## src/rtl/w25q32jv_burst_reader.sv

```systemverilog
// rtl/w25q32jv_burst_reader.sv - burst request sequencer in front of the W25Q32JV fast-read controller
//
// Splits one burst request (start address, count of 2-byte words) into a
// series of 2-byte fast-read transactions and repacks the returned byte
// pairs into a flow-controlled byte stream through a small FIFO.
//
// Ports:
//   clk, arstn                      system clock, asynchronous active-low reset
//   req_valid/req_ready             burst request handshake
//   req_addr[23:0], req_len         start byte address, number of 2-byte words
//   busy, burst_done                burst in progress, one-cycle completion pulse
//   fr_start, fr_addr[23:0]         start pulse and address to the fast-read controller
//   fr_done, fr_data_1, fr_data_2   controller done level and returned bytes (A, A+1)
//   dout_valid/dout_ready           output byte handshake
//   dout_data[7:0], dout_last       output byte, final-byte-of-burst marker
module w25q32jv_burst_reader #(
    parameter int LEN_W      = 16,
    parameter int FIFO_DEPTH = 8
) (
    input  logic             clk,
    input  logic             arstn,
    input  logic             req_valid,
    output logic             req_ready,
    input  logic [23:0]      req_addr,
    input  logic [LEN_W-1:0] req_len,
    output logic             busy,
    output logic             burst_done,
    output logic             fr_start,
    output logic [23:0]      fr_addr,
    input  logic             fr_done,
    input  logic [7:0]       fr_data_1,
    input  logic [7:0]       fr_data_2,
    output logic             dout_valid,
    input  logic             dout_ready,
    output logic [7:0]       dout_data,
    output logic             dout_last
);

    localparam int PTR_W = $clog2(FIFO_DEPTH);
    localparam int CNT_W = PTR_W + 1;

    typedef enum logic [1:0] {
        S_IDLE,
        S_ISSUE,
        S_WAIT_HI,
        S_WAIT_LO
    } state_t;

    state_t             state_q, state_d;
    logic [23:0]        addr_q, addr_d;
    logic [LEN_W-1:0]   rem_q, rem_d;
    logic               fr_start_q, fr_start_d;
    logic [23:0]        fr_addr_q, fr_addr_d;
    logic               burst_done_q, burst_done_d;
    logic               fr_done_q, fr_done_d;
    logic [PTR_W-1:0]   wr_ptr_q, wr_ptr_d;
    logic [PTR_W-1:0]   rd_ptr_q, rd_ptr_d;
    logic [CNT_W-1:0]   count_q, count_d;

    // Entry layout: {last, data}
    logic [8:0]         mem_q [FIFO_DEPTH];

    logic               wr_en;
    logic               wr_last;
    logic               rd_en;
    logic               done_rise;
    logic [CNT_W-1:0]   fifo_free;

    assign fifo_free = CNT_W'(FIFO_DEPTH) - count_q;
    assign rd_en     = (count_q != '0) && dout_ready;
    // Registered copy of fr_done makes the capture fire once per transaction
    // even though the controller holds done high for several cycles.
    assign done_rise = fr_done && !fr_done_q;
    assign fr_done_d = fr_done;

    always_comb begin
        state_d      = state_q;
        addr_d       = addr_q;
        rem_d        = rem_q;
        fr_start_d   = 1'b0;
        fr_addr_d    = fr_addr_q;
        burst_done_d = 1'b0;
        wr_en        = 1'b0;
        wr_last      = 1'b0;
        case (state_q)
            S_IDLE: begin
                if (req_valid) begin
                    addr_d = req_addr;
                    rem_d  = req_len;
                    if (req_len == '0) begin
                        burst_done_d = 1'b1;
                    end else begin
                        state_d = S_ISSUE;
                    end
                end
            end
            S_ISSUE: begin
                // Room for a whole byte pair guarantees the dual write never overflows.
                if ((fifo_free >= CNT_W'(2)) && !fr_done) begin
                    fr_start_d = 1'b1;
                    fr_addr_d  = addr_q;
                    state_d    = S_WAIT_HI;
                end
            end
            S_WAIT_HI: begin
                if (done_rise) begin
                    wr_en   = 1'b1;
                    wr_last = (rem_q == LEN_W'(1));
                    rem_d   = rem_q - LEN_W'(1);
                    addr_d  = addr_q + 24'd2;
                    state_d = S_WAIT_LO;
                end
            end
            S_WAIT_LO: begin
                if (!fr_done) begin
                    if (rem_q != '0) begin
                        state_d = S_ISSUE;
                    end else begin
                        burst_done_d = 1'b1;
                        state_d      = S_IDLE;
                    end
                end
            end
            default: state_d = S_IDLE;
        endcase
    end

    always_comb begin
        wr_ptr_d = wr_ptr_q;
        rd_ptr_d = rd_ptr_q;
        count_d  = count_q;
        if (wr_en) begin
            wr_ptr_d = wr_ptr_q + PTR_W'(2);
        end
        if (rd_en) begin
            rd_ptr_d = rd_ptr_q + PTR_W'(1);
        end
        count_d = count_q + (wr_en ? CNT_W'(2) : CNT_W'(0)) - (rd_en ? CNT_W'(1) : CNT_W'(0));
    end

    always_ff @(posedge clk or negedge arstn) begin
        if (!arstn) begin
            state_q      <= S_IDLE;
            addr_q       <= '0;
            rem_q        <= '0;
            fr_start_q   <= 1'b0;
            fr_addr_q    <= '0;
            burst_done_q <= 1'b0;
            fr_done_q    <= 1'b0;
            wr_ptr_q     <= '0;
            rd_ptr_q     <= '0;
            count_q      <= '0;
        end else begin
            state_q      <= state_d;
            addr_q       <= addr_d;
            rem_q        <= rem_d;
            fr_start_q   <= fr_start_d;
            fr_addr_q    <= fr_addr_d;
            burst_done_q <= burst_done_d;
            fr_done_q    <= fr_done_d;
            wr_ptr_q     <= wr_ptr_d;
            rd_ptr_q     <= rd_ptr_d;
            count_q      <= count_d;
        end
    end

    // Storage needs no reset: the read side is qualified by count_q.
    always_ff @(posedge clk) begin
        if (wr_en) begin
            mem_q[wr_ptr_q]              <= {1'b0, fr_data_1};
            mem_q[wr_ptr_q + PTR_W'(1)]  <= {wr_last, fr_data_2};
        end
    end

    assign req_ready  = (state_q == S_IDLE);
    assign busy       = (state_q != S_IDLE);
    assign burst_done = burst_done_q;
    assign fr_start   = fr_start_q;
    assign fr_addr    = fr_addr_q;
    assign dout_valid = (count_q != '0);
    assign dout_data  = dout_valid ? mem_q[rd_ptr_q][7:0] : 8'h00;
    assign dout_last  = dout_valid ? mem_q[rd_ptr_q][8] : 1'b0;

endmodule
```

## config.mk

```make
export PLATFORM = sky130hd
export DESIGN_NAME = w25q32jv_burst_reader
export DESIGN_NICKNAME = d
export VERILOG_FILES = /design/src/rtl/w25q32jv_burst_reader.sv
export SDC_FILE = /design/constraint.sdc
export NUM_CORES = 1
export LEC_CHECK = 0
export ABC_AREA = 1
export BUFFER_PORTS_ARGS = -buffer_cell sky130_fd_sc_hd__buf_4
export CAP_MARGIN = 10
export CELL_PAD_IN_SITES_DETAIL_PLACEMENT = 0
export CELL_PAD_IN_SITES_GLOBAL_PLACEMENT = 1
export CORE_MARGIN = 2
export CORE_UTILIZATION = 44
export DETAILED_ROUTE_END_ITERATION = 8
export PLACE_DENSITY_LB_ADDON = 0.2
export SLEW_MARGIN = 20
export SYNTH_ARGS = -nofsm -noshare
export SYNTH_HDL_FRONTEND = slang
export SYNTH_SLANG_ARGS = --single-unit
```

## constraint.sdc

```tcl
create_clock -name clk -period 3.4 [get_ports clk]
set_input_delay 0.68 -clock clk [delete_from_list [all_inputs] [get_ports clk]]
set_output_delay 0.68 -clock clk [all_outputs]
set_load 0.02 [all_outputs]
```

==> qor.tcl, run 1 <==
set qor(seq_power_share) 0.339
set qor(clock_tree.root_cell) {clkbuf_16}
set qor(cts_max_path_buffers) 2
set qor(relSlewSlack) 0.434
set qor(synth-seq-cells) 146
set qor(nFillCells) 1599
set qor(wire_length_of_the_first_global_routing_pass_mm) 29.6
set qor(flow.area_growth_from_synthesis_pct) 20.1
set qor(ir_drop_worst_case_vdd_uv) 422
set qor(power.clock.fraction) 0.216
set qor(required_time_at_the_endpoint_of_the_critical_path_ps) 2720
set qor(worst-slew-pin-transition_ps) 849
set qor(chipWidth_um) 134
set qor(num-nets-final) 1035
set qor(placement.io_buffers) 98
set qor(numCtsBuffers) 17
set qor(timing.final.max_slew_violations) 0
set qor(combPwrFrac) 0.445
set qor(dpl-instance-area_um2) 8290
set qor(vias_per_cell) 5.05
set qor(drt_iter0_markers) 360
set qor(fp.dieArea_um2) 17800
set qor(critical_path.endpoint_type) {output port}
set qor(worstHoldPathType) {in2async}
set qor(detailed_place_hpwl_mm) 12.5
set qor(route.detailed.drc) 0
set qor(tritoncts_num_sinks) 146
set qor(antenna_found_initial) 0
set qor(initial_utilization) 0.448
set qor(final_min_period_over_clock_period) 0.832
set qor(synthesis.nets) 942
set qor(synthesis.instances) 861
set qor(power_density_nw_per_um2) 951
set qor(p_leak_nw) 3.86
set qor(grt_setup_unrepaired) {false}
set qor(die_h_um) 134
set qor(max-cap-violations) 0
set qor(switching_share) 0.432
set qor(post_cts_resized) 0
set qor(report.final.setup_viol) 0
set qor(drive_above_1_share) 0.165
set qor(cp-start-kind) {register}
set qor(critPathMaxFanout) 20
set qor(final_count_of_hold_timing_violations) 0
set qor(cts-htree-levels) 4
set qor(global_route.usage.total) 0.212
set qor(post-route-worst-setup-slack_ps) 572
set qor(finalClockSkew_ps) 8.24
set qor(achievable_freq_mhz) 354
set qor(area_of_the_mapped_netlist_um2) 7380
set qor(ff_latch_area_um2) 3990
set qor(postSynth.topFlopCell) {dfrtp_1}
set qor(finalHoldWorstSlack_ps) 257
set qor(critPathArrivalTime_ps) 2150
set qor(async_flop_share) 0.534
set qor(final_antenna_net_count) 0
set qor(intPower_mw) 4.79
set qor(gp_congestion) 0.803
set qor(yosysWarningCount) 0
set qor(place_worst_setup_slack_ps) 1010
set qor(post_cts_buffers) 0
set qor(floorplan.rows) 47
set qor(total_switching_power_mw) 3.64
set qor(top_level_ports) 99
set qor(multiInputGateArea_um2) 2970
set qor(detail_route.wirelength_mm) 18.2
set qor(grt.overflow.total) 0
set qor(register_area_share_after_synthesis) 0.541
set qor(core_region_um2) 16500
set qor(cts_tree) {done}
set qor(drt_first_pass_iters) 5
set qor(minimum_period_implied_by_the_final_worst_setup_slack_ps) 2830
set qor(avgSynthCellArea_um2) 8.58
set qor(final_cell_area_um2) 8870
set qor(first_global_vias) 5832
set qor(drt-wirelength-per-cell_um) 15.3
set qor(hold_buffer_count_at_cts) 0
set qor(setup.worst_path.class) {reg2out}
set qor(status) {completed}
set qor(setup_tns_final_ps) 0
set qor(insertedDiodeCount) 0
set qor(synth-edff-count) 68
set qor(worstSkewPairLatency_ps) 420
set qor(route.vias.total) 5992
set qor(clkSlewWorstSetupHoldPaths_ps) 60
set qor(final_util) 0.539
set qor(synth.lib_cells_used.distinct) 41
set qor(largest_net_degree_at_the_start_of_global_routing) 79
==> path summary, 6_finish.rpt <==
check | from | end | slack (ps) | cells after the start
setup / recovery | rd_ptr_q[1] | dout_data[7] | 570 | 6
hold / removal | arstn | rem_q[7] | 260 | 1
setup reg to reg | count_q[2] | count_q[3] | 1020 | 10
hold reg to reg | fr_addr[6] | fr_addr[6] | 500 | 2
max in group asynchronous | arstn | addr_q[16] | 2550 | 1
min in group clk | fr_done | fr_done_q | 400 | 1
==> metrics by stage <==
step | std cells | power, mW
2_1_floorplan | 861 | 5.49
3_3_place_gp | 1155 | 6.59
3_5_place_dp | 1155 | 6.66
4_1_cts | 1187 | 8.49
5_1_grt | 1187 | 9.10
6_report | 1187 | 8.43
==> sequential cells by signal, indices dropped and copies added (netlist names) <==
register and cells:
addr_q 24, burst_done 1, count_q 4, fr_addr 24, fr_done_q 1, fr_start 1
mem_q 68, rd_ptr_q 3, rem_q 16, state_q 2, wr_ptr_q 2
==> critical path, stage by stage, from the launching register on <==
cell and delay [ps]:
dfrtp_1 630, inv_2 380, o21ai_0 150, o22ai_1 130, o21ai_0 90, nor2_1 180
buf_4 170
==> metal layers <==
layer | global-route usage | part of all wire | up-vias
met5 | 0 | 0 | -
met3 | 0.0361 | 0.047 | 24
li1 | - | - | 3048
met1 | 0.285 | 0.46 | 2750
met4 | 0.0691 | 0.014 | 0
met2 | 0.351 | 0.48 | 170
==> power by group through the flow <==
| stage | sequential, mW | clock (mW) | combinational [mW] |
|---|---|---|---|
| after global placement | 2.87 | 0 | 3.72 |
| after CTS | 2.86 | 1.85 | 3.78 |
| final | 2.86 | 1.82 | 3.75 |
| after global routing | 2.93 | 1.91 | 4.26 |
| after floorplan | 2.85 | 0 | 2.65 |
| after detailed placement | 2.89 | 0 | 3.77 |
==> layout make-up <==
| cell class | count | area share |
|---|---|---|
| inverters | 64 | 0.0274 |
| well taps | 220 | 0.0310 |
| clock inverters | 12 | 0.0148 |
| clock buffers | 20 | 0.0504 |
| flip-flops and latches | 146 | 0.450 |
| multi-input cells | 617 | 0.334 |
| repair buffers | 108 | 0.0918 |
==> cell usage in the layout, fill, tap and decap left out, types with 2 or more instances in the layout <==
cell / synthesis / layout
nand2_1: 211 / 211
nor2_1: 144 / 144
buf_4: 2 / 107
o21ai_0: 87 / 87
dfrtp_1: 78 / 78
edfxtp_1: 68 / 68
inv_1: 57 / 57
nand3_1: 38 / 38
a21oi_1: 27 / 27
o22ai_1: 19 / 19
ha_1: 19 / 18
o21ai_1: 17 / 17
clkbuf_16: 0 / 17
nand4_1: 10 / 10
xor2_1: 7 / 7
nor2_2: 6 / 6
inv_2: 4 / 4
nor3_1: 4 / 4
or2_2: 4 / 4
clkinv_1: 2 / 3
nand3b_1: 3 / 3
o21bai_1: 3 / 3
clkinvlp_4: 0 / 3
xnor2_1: 2 / 2
o211ai_1: 2 / 2
a31oi_1: 2 / 2
inv_6: 0 / 2
bufinv_16: 0 / 2
clkbuf_1: 16 / 2
clkinv_2: 0 / 2
clkinv_4: 0 / 2
==> cell usage after synthesis (2+ instances only) <==
master	n	area share
o21bai_1	3	0.0030
nand2_1	211	0.11
inv_2	4	0.0020
clkbuf_1	16	0.0081
clkinv_1	2	0.0010
nand3b_1	3	0.0030
nor2_1	144	0.073
xnor2_1	2	0.0024
o211ai_1	2	0.0020
a31oi_1	2	0.0017
buf_2	10	0.0068
inv_1	57	0.029
a21oi_1	27	0.018
nand3_1	38	0.026
nor2_2	6	0.0051
o21ai_0	87	0.059
edfxtp_1	68	0.28
buf_6	5	0.0076
ha_1	19	0.032
buf_4	2	0.0020
nor3_1	4	0.0027
nand4_1	10	0.0085
dfrtp_1	78	0.26
or2_2	4	0.0034
o22ai_1	19	0.016
o21ai_1	17	0.012
xor2_1	7	0.0083
==> kinds of logic (layout without fill, tap and decap cells) <==
| family | after synthesis | after routing | share of synthesized area |
|---|---|---|---|
| buf+inv | 98 | 204 | 0.0579 |
| flops | 146 | 146 | 0.541 |
| simple gates | 425 | 425 | 0.234 |
| xor+xnor | 9 | 9 | 0.0107 |
| compound gates | 163 | 163 | 0.121 |
| fa+ha+maj | 20 | 20 | 0.0349 |
No activity file was read; power rests on OpenSTA's default activity.
==> run 2, diff against run 1 <==
Settings changed: ABC_AREA 1 to 0, CORE_UTILIZATION 44 to 46.
Clock period 3.4 ns to 2.8 ns, I/O delays scaled along.
==> run 2 against run 1 <==
Compared with the run above:
- clock power up 30%
- non-clock buffer count up 10
- combinational power up 4%
- utilization up 3.4 points
==> qor.tcl, run 2 <==
set qor(r2r.worst_path.cells) 9
set qor(netlist.top_cell.by_area) {edfxtp_1}
set qor(final_count_of_hold_timing_violations) 0
set qor(muxShareOfSynthArea) 0.130
set qor(synth_largest_type_area_fraction) 0.293
set qor(floorplan.rows) 45
set qor(num-nets-final) 747
set qor(first_global_vias) 4961
set qor(grt.overflow.total) 0
set qor(synth-edff-count) 68
set qor(cts_max_path_buffers) 2
set qor(async_flop_share) 0.534
set qor(gp_congestion) 0.800
set qor(final_common_cell) {buf_4}
set qor(multiInputGateArea_um2) 2770
set qor(timing.rr.end) {count_q[3]}
set qor(critPathMaxFanout) 4
set qor(cp-start-kind) {register}
set qor(r2r-start) {state_q[0]}
set qor(detailed_place_hpwl_mm) 10.9
set qor(critPathArrivalTime_ps) 1970
set qor(wire_length_of_the_first_global_routing_pass_mm) 25.4
set qor(clock_tree.root_cell) {clkbuf_16}
set qor(setup.worst_path.class) {reg2out}
set qor(rrSetupSlack_ps) 380
set qor(share_of_the_synthesized_area_in_compound_gates_ao_oa_aoi_oai) 0.106
set qor(avgSynthCellArea_um2) 12.6
set qor(drt_iter0_markers) 275
set qor(largest_family_of_logic_cells_by_synthesized_area) {multiplexers}
set qor(tritoncts_num_sinks) 146
set qor(antenna_found_initial) 0
set qor(netlist_top_cells_count) {dfrtp_1, edfxtp_1, nor2_1}
set qor(finalClockSkew_ps) 9.35
set qor(post_cts_resized) 0
set qor(route.detailed.drc) 0
set qor(largest_net_degree_at_the_start_of_global_routing) 47
set qor(grt_setup_unrepaired) {false}
set qor(numCtsBuffers) 17
set qor(synth-seq-cells) 146
set qor(area_of_the_mapped_netlist_um2) 6970
set qor(largest_register_ff_count) 68
set qor(die_h_um) 127
set qor(setup_tns_final_ps) 0
set qor(most_frequent_cells_in_the_layout) {buf_4, dfrtp_1, edfxtp_1}
set qor(synth_xor_xnor_area_share) 0.00628
set qor(top_level_ports) 99
set qor(p_leak_nw) 3.54
set qor(vias_per_cell) 5.60
set qor(final_antenna_net_count) 0
set qor(yosysWarningCount) 0
set qor(critical_path.endpoint_type) {output port}
set qor(required_time_at_the_endpoint_of_the_critical_path_ps) 2240
set qor(postSynth.topFlopCell) {dfrtp_1}
set qor(worst-slew-pin-transition_ps) 709
set qor(insertedDiodeCount) 0
set qor(dpl-instance-area_um2) 8010
set qor(status) {completed}
set qor(drt_first_pass_iters) 4
set qor(worstHoldPathType) {in2async}
set qor(relSlewSlack) 0.524
set qor(cts-htree-levels) 4
set qor(post_synth_fa_ha_maj_area_fraction) 0.0370
set qor(synthesis.instances) 555
set qor(final_cell_area_um2) 8610
set qor(worst_setup_path_endpoint) {dout_last}
set qor(flow.area_growth_from_synthesis_pct) 23.5
set qor(fp.dieArea_um2) 16200
set qor(synth-simple-area-share) 0.117
set qor(hold_buffer_count_at_cts) 0
set qor(synth_area_leaders) {edfxtp_1, dfrtp_1, mux4_2, mux2_4, ha_1}
set qor(top_register) {mem_q}
set qor(placement.io_buffers) 98
set qor(achievable_freq_mhz) 395
set qor(placed_cells) 835
set qor(ff_latch_area_um2) 3990
set qor(ir_drop_worst_case_vdd_uv) 555
set qor(synth.lib_cells_used.distinct) 60
set qor(post_cts_buffers) 0
set qor(chipWidth_um) 127
set qor(global_route.usage.total) 0.205
set qor(minimum_period_implied_by_the_final_worst_setup_slack_ps) 2530
set qor(drt-wirelength-per-cell_um) 18.2
set qor(clkSlewWorstSetupHoldPaths_ps) 60
set qor(final_min_period_over_clock_period) 0.905
set qor(timing.final.max_slew_violations) 0
set qor(route.vias.total) 4852
set qor(detail_route.wirelength_mm) 15.8
set qor(synthesis.nets) 636
set qor(drive_above_1_share) 0.281
set qor(synth.most_common_cell) {dfrtp_1}
set qor(worst_setup_path_startpoint) {count_q[1]}
set qor(worstSkewPairLatency_ps) 430
set qor(register_area_share_after_synthesis) 0.573
set qor(final-instance-count-excl-fill) 867
set qor(max-cap-violations) 0
set qor(nFillCells) 1252
set qor(power_density_nw_per_um2) 1120
set qor(report.final.setup_viol) 0
set qor(core_region_um2) 15000
set qor(initial_utilization) 0.464
set qor(cts_tree) {done}
run 2: changes by cell type after synthesis, sizes merged, moves of 6 or more:
cell,delta
mux2,+27
nand2,-183
o21ai,-74
mux2i,+17
nor3,+7
mux4,+16
xor2,-6
nand3,-16
nor2,-113
inv,-38
buf,-10
nor4,+9
run 2: final cells by class:
cell class              instances  area share
clock buffers                  22      0.0516
well taps                     188      0.0273
flip-flops and latches        146       0.464
repair buffers                118       0.107
clock inverters                10      0.0187
multi-input cells             359       0.321
inverters                      24      0.0105
run 2: worst max-delay path, cell delays in order, from the launching register on:
cell      delay, ps
dfrtp_1         380
inv_1            80
ha_1            210
and2_1          170
inv_1           100
nand2_1          60
a211oi_1        340
buf_4           210
run 2: logic make-up (layout without fill, tap and decap cells):
family                   count (synthesis)  after routing
buffers and inverters                   50            174
AO/OA/AOI/OAI                          116            116
flip-flops                             146            146
XOR/XNOR                                 5              5
multiplexers                            60             60
AND/OR/NAND/NOR                        158            158
adder cells (fa/ha/maj)                 20             20
run 2: worst min path at each step:
stage | to | slack (ps) | depth (start not counted)
5_1_grt | fr_addr[13] | 100 | 1
6_report | fr_addr[13] | 80 | 1
3_5_place_dp | fr_addr[0] | 480 | 1
3_3_place_gp | fr_addr[0] | 470 | 1
4_1_cts | fr_addr[13] | 80 | 1
2_1_floorplan | addr_q[0] | 260 | 0
run 2: metal layers:
metal | wire [um] | global-route usage | vias up
met5 | 0 | 0 | -
met2 | 7950 | 0.345 | 117
li1 | - | - | 2323
met4 | 243 | 0.0789 | 0
met1 | 6860 | 0.258 | 2391
met3 | 729 | 0.0490 | 21
run 2: power breakdown:
group          internal, mW  total, mW  switching, mW
combinational          1.85       3.91           2.06
sequential             2.81       3.36          0.557
clock                  1.49       2.36          0.872
total                  6.15       9.63           3.49
run 2: through the flow:
step           power, mW  setup slack [ps]  hold slack (ps)   util
3_3_place_gp        7.23               469              471  0.533
5_1_grt             10.3               116              104  0.573
4_1_cts             9.71               252             82.8  0.573
3_5_place_dp        7.33               375              482  0.533
6_report            9.63               266             78.7  0.573
2_1_floorplan       6.00               481              264      -
==> run 3, diff against run 2 <==
Settings changed: CELL_PAD_IN_SITES_DETAIL_PLACEMENT 0 to 1.
Clock period 2.8 ns to 2.86 ns, I/O delays scaled along.
==> run 3 against run 2 <==
Compared with the run above:
- sequential share of layout area increased by 0.33 points
- combinational power about the same
- critical path depth unchanged
- global-route usage increased by 2.2 points
- final area decreased by 0.67%
- setup slack improved by 70 ps
- largest power group unchanged
==> qor.tcl, run 3 (synthesized netlist as in run 2, its figures left out) <==
set qor(status) {completed}
set qor(grt.overflow.total) 0
set qor(insertedDiodeCount) 0
set qor(final_common_cell) {buf_4}
set qor(route.detailed.drc) 0
set qor(floorplan.rows) 45
set qor(placement.io_buffers) 98
set qor(clock_tree.root_cell) {clkbuf_16}
set qor(cts_tree) {done}
set qor(cts-htree-levels) 4
set qor(p_leak_nw) 3.51
set qor(core_region_um2) 15000
set qor(hold_buffer_count_at_cts) 0
set qor(antenna_found_initial) 0
set qor(vias_per_cell) 5.78
set qor(first_global_vias) 5192
set qor(cp-start-kind) {register}
set qor(relSlewSlack) 0.515
set qor(cp_common_cell) {inv_1}
set qor(minimum_period_implied_by_the_final_worst_setup_slack_ps) 2520
set qor(critical_path.endpoint_type) {output port}
set qor(post_cts_resized) 0
set qor(cpMaxStageDelayCell) {dfrtp_1}
set qor(nFillCells) 1515
set qor(most_frequent_cells_in_the_layout) {buf_4, dfrtp_1, edfxtp_1}
set qor(max-cap-violations) 0
set qor(path_buf_inv) 3
set qor(flow.area_growth_from_synthesis_pct) 22.7
set qor(clkSlewWorstSetupHoldPaths_ps) 60
set qor(chipWidth_um) 127
set qor(top_level_ports) 99
set qor(gp_congestion) 0.806
set qor(drt_iter0_markers) 252
set qor(post-route-worst-setup-slack_ps) 337
set qor(detail_route.wirelength_mm) 17.6
set qor(detailed_place_hpwl_mm) 12.3
set qor(drt_first_pass_iters) 4
set qor(drt-wirelength-per-cell_um) 20.4
set qor(worstHoldPathType) {in2async}
set qor(largest_register_ff_count) 68
set qor(timing.critical_path.max_delay_family) {buffers and inverters}
set qor(num-nets-final) 745
set qor(initial_utilization) 0.464
set qor(drive_above_1_share) 0.282
set qor(achievable_freq_mhz) 396
set qor(final_min_period_over_clock_period) 0.882
set qor(report.final.setup_viol) 0
set qor(setup_tns_final_ps) 0
set qor(final_antenna_net_count) 0
set qor(global_route.usage.total) 0.227
set qor(fp.dieArea_um2) 16200
set qor(tritoncts_num_sinks) 146
set qor(place_worst_setup_slack_ps) 393
set qor(finalClockSkew_ps) 9.18
set qor(cts_max_path_buffers) 2
set qor(critPathArrivalTime_ps) 1950
set qor(numCtsBuffers) 17
set qor(dpl-instance-area_um2) 7990
set qor(grt_setup_unrepaired) {false}
set qor(timing.final.max_slew_violations) 0
set qor(crit_chain) {inv_1 > ha_1 > and2_1 > inv_1 > nand2_1 > a211oi_1 > buf_4}
set qor(post_cts_buffers) 0
set qor(finalPower_mw) 9.36
set qor(die_h_um) 127
set qor(finalHoldWorstSlack_ps) 99.3
set qor(wire_length_of_the_first_global_routing_pass_mm) 28.2
set qor(largest_net_degree_at_the_start_of_global_routing) 46
set qor(worstSkewPairLatency_ps) 420
set qor(power_density_nw_per_um2) 1090
set qor(largest_stage_delay_on_the_critical_path_ps) 370
set qor(final_cell_area_um2) 8560
set qor(ir_drop_worst_case_vdd_uv) 437
set qor(top_register) {mem_q}
set qor(final_count_of_hold_timing_violations) 0
set qor(route.vias.total) 4999
set qor(critPathMaxFanout) 4
set qor(worst-slew-pin-transition_ps) 722
set qor(setup.worst_path.class) {reg2out}
set qor(required_time_at_the_endpoint_of_the_critical_path_ps) 2290
-- run 3: cell count changes in the layout (fill, tap and decap cells not counted), sizes merged --
cell | previous run | this run
inv | 24 | 25
buf | 118 | 116
bufinv | 4 | 1
clkbuf | 22 | 24
-- run 3: layout make-up --
| type | count | area [um^2] | share of cell area |
|---|---|---|---|
| clock buffer | 24 | 482 | 0.0563 |
| clock inverter | 8 | 80.1 | 0.00936 |
| inverter | 24 | 90.1 | 0.0105 |
| multi-input combinational | 359 | 2770 | 0.323 |
| sequential | 146 | 4000 | 0.467 |
| tap | 188 | 235 | 0.0275 |
| timing repair buffer | 116 | 908 | 0.106 |
-- run 3: layer usage --
layer / track usage / part of all wire / vias up
li1: - / - / 2306
met2: 0.396 / 0.52 / 120
met4: 0.0853 / 0.020 / 0
met1: 0.282 / 0.42 / 2545
met5: 0 / 0 / -
met3: 0.0431 / 0.038 / 28
-- run 3: where the power goes --
| part | leakage [nW] | switching (mW) | total (mW) | internal, mW |
|---|---|---|---|---|
| clock | 0.267 | 0.844 | 2.11 | 1.27 |
| sequential | 1.51 | 0.620 | 3.37 | 2.75 |
| combinational | 1.73 | 2.06 | 3.88 | 1.81 |
| total | 3.51 | 3.53 | 9.36 | 5.83 |
-- run 3: worst paths after layout --
path,startpoint,to,slack [ps],depth (start not counted)
setup / recovery,count_q[1],dout_last,340,7
hold / removal,arstn,fr_addr[11],100,1
setup reg to reg,state_q[0],rem_q[3],370,8
hold reg to reg,addr_q[0],fr_addr[0],490,1
max in group asynchronous,arstn,rd_ptr_q[1],2120,2
min in group clk,fr_done,fr_done_q,310,1
-- run 3: stage by stage --
step / std cells / util
floorplan: 555 / -
global placement: 833 / 0.532
detailed placement: 833 / 0.532
CTS: 865 / 0.569
global route: 865 / 0.569
finish: 865 / 0.569
-- run 3: worst reg2reg max path, delay by kind of cell, from the launching register on --
family / cells / cell delay (ps)
simple gates: 3 / 1080
buf+inv: 2 / 410
fa+ha+maj: 1 / 310
flops: 1 / 420
compound gates: 2 / 220
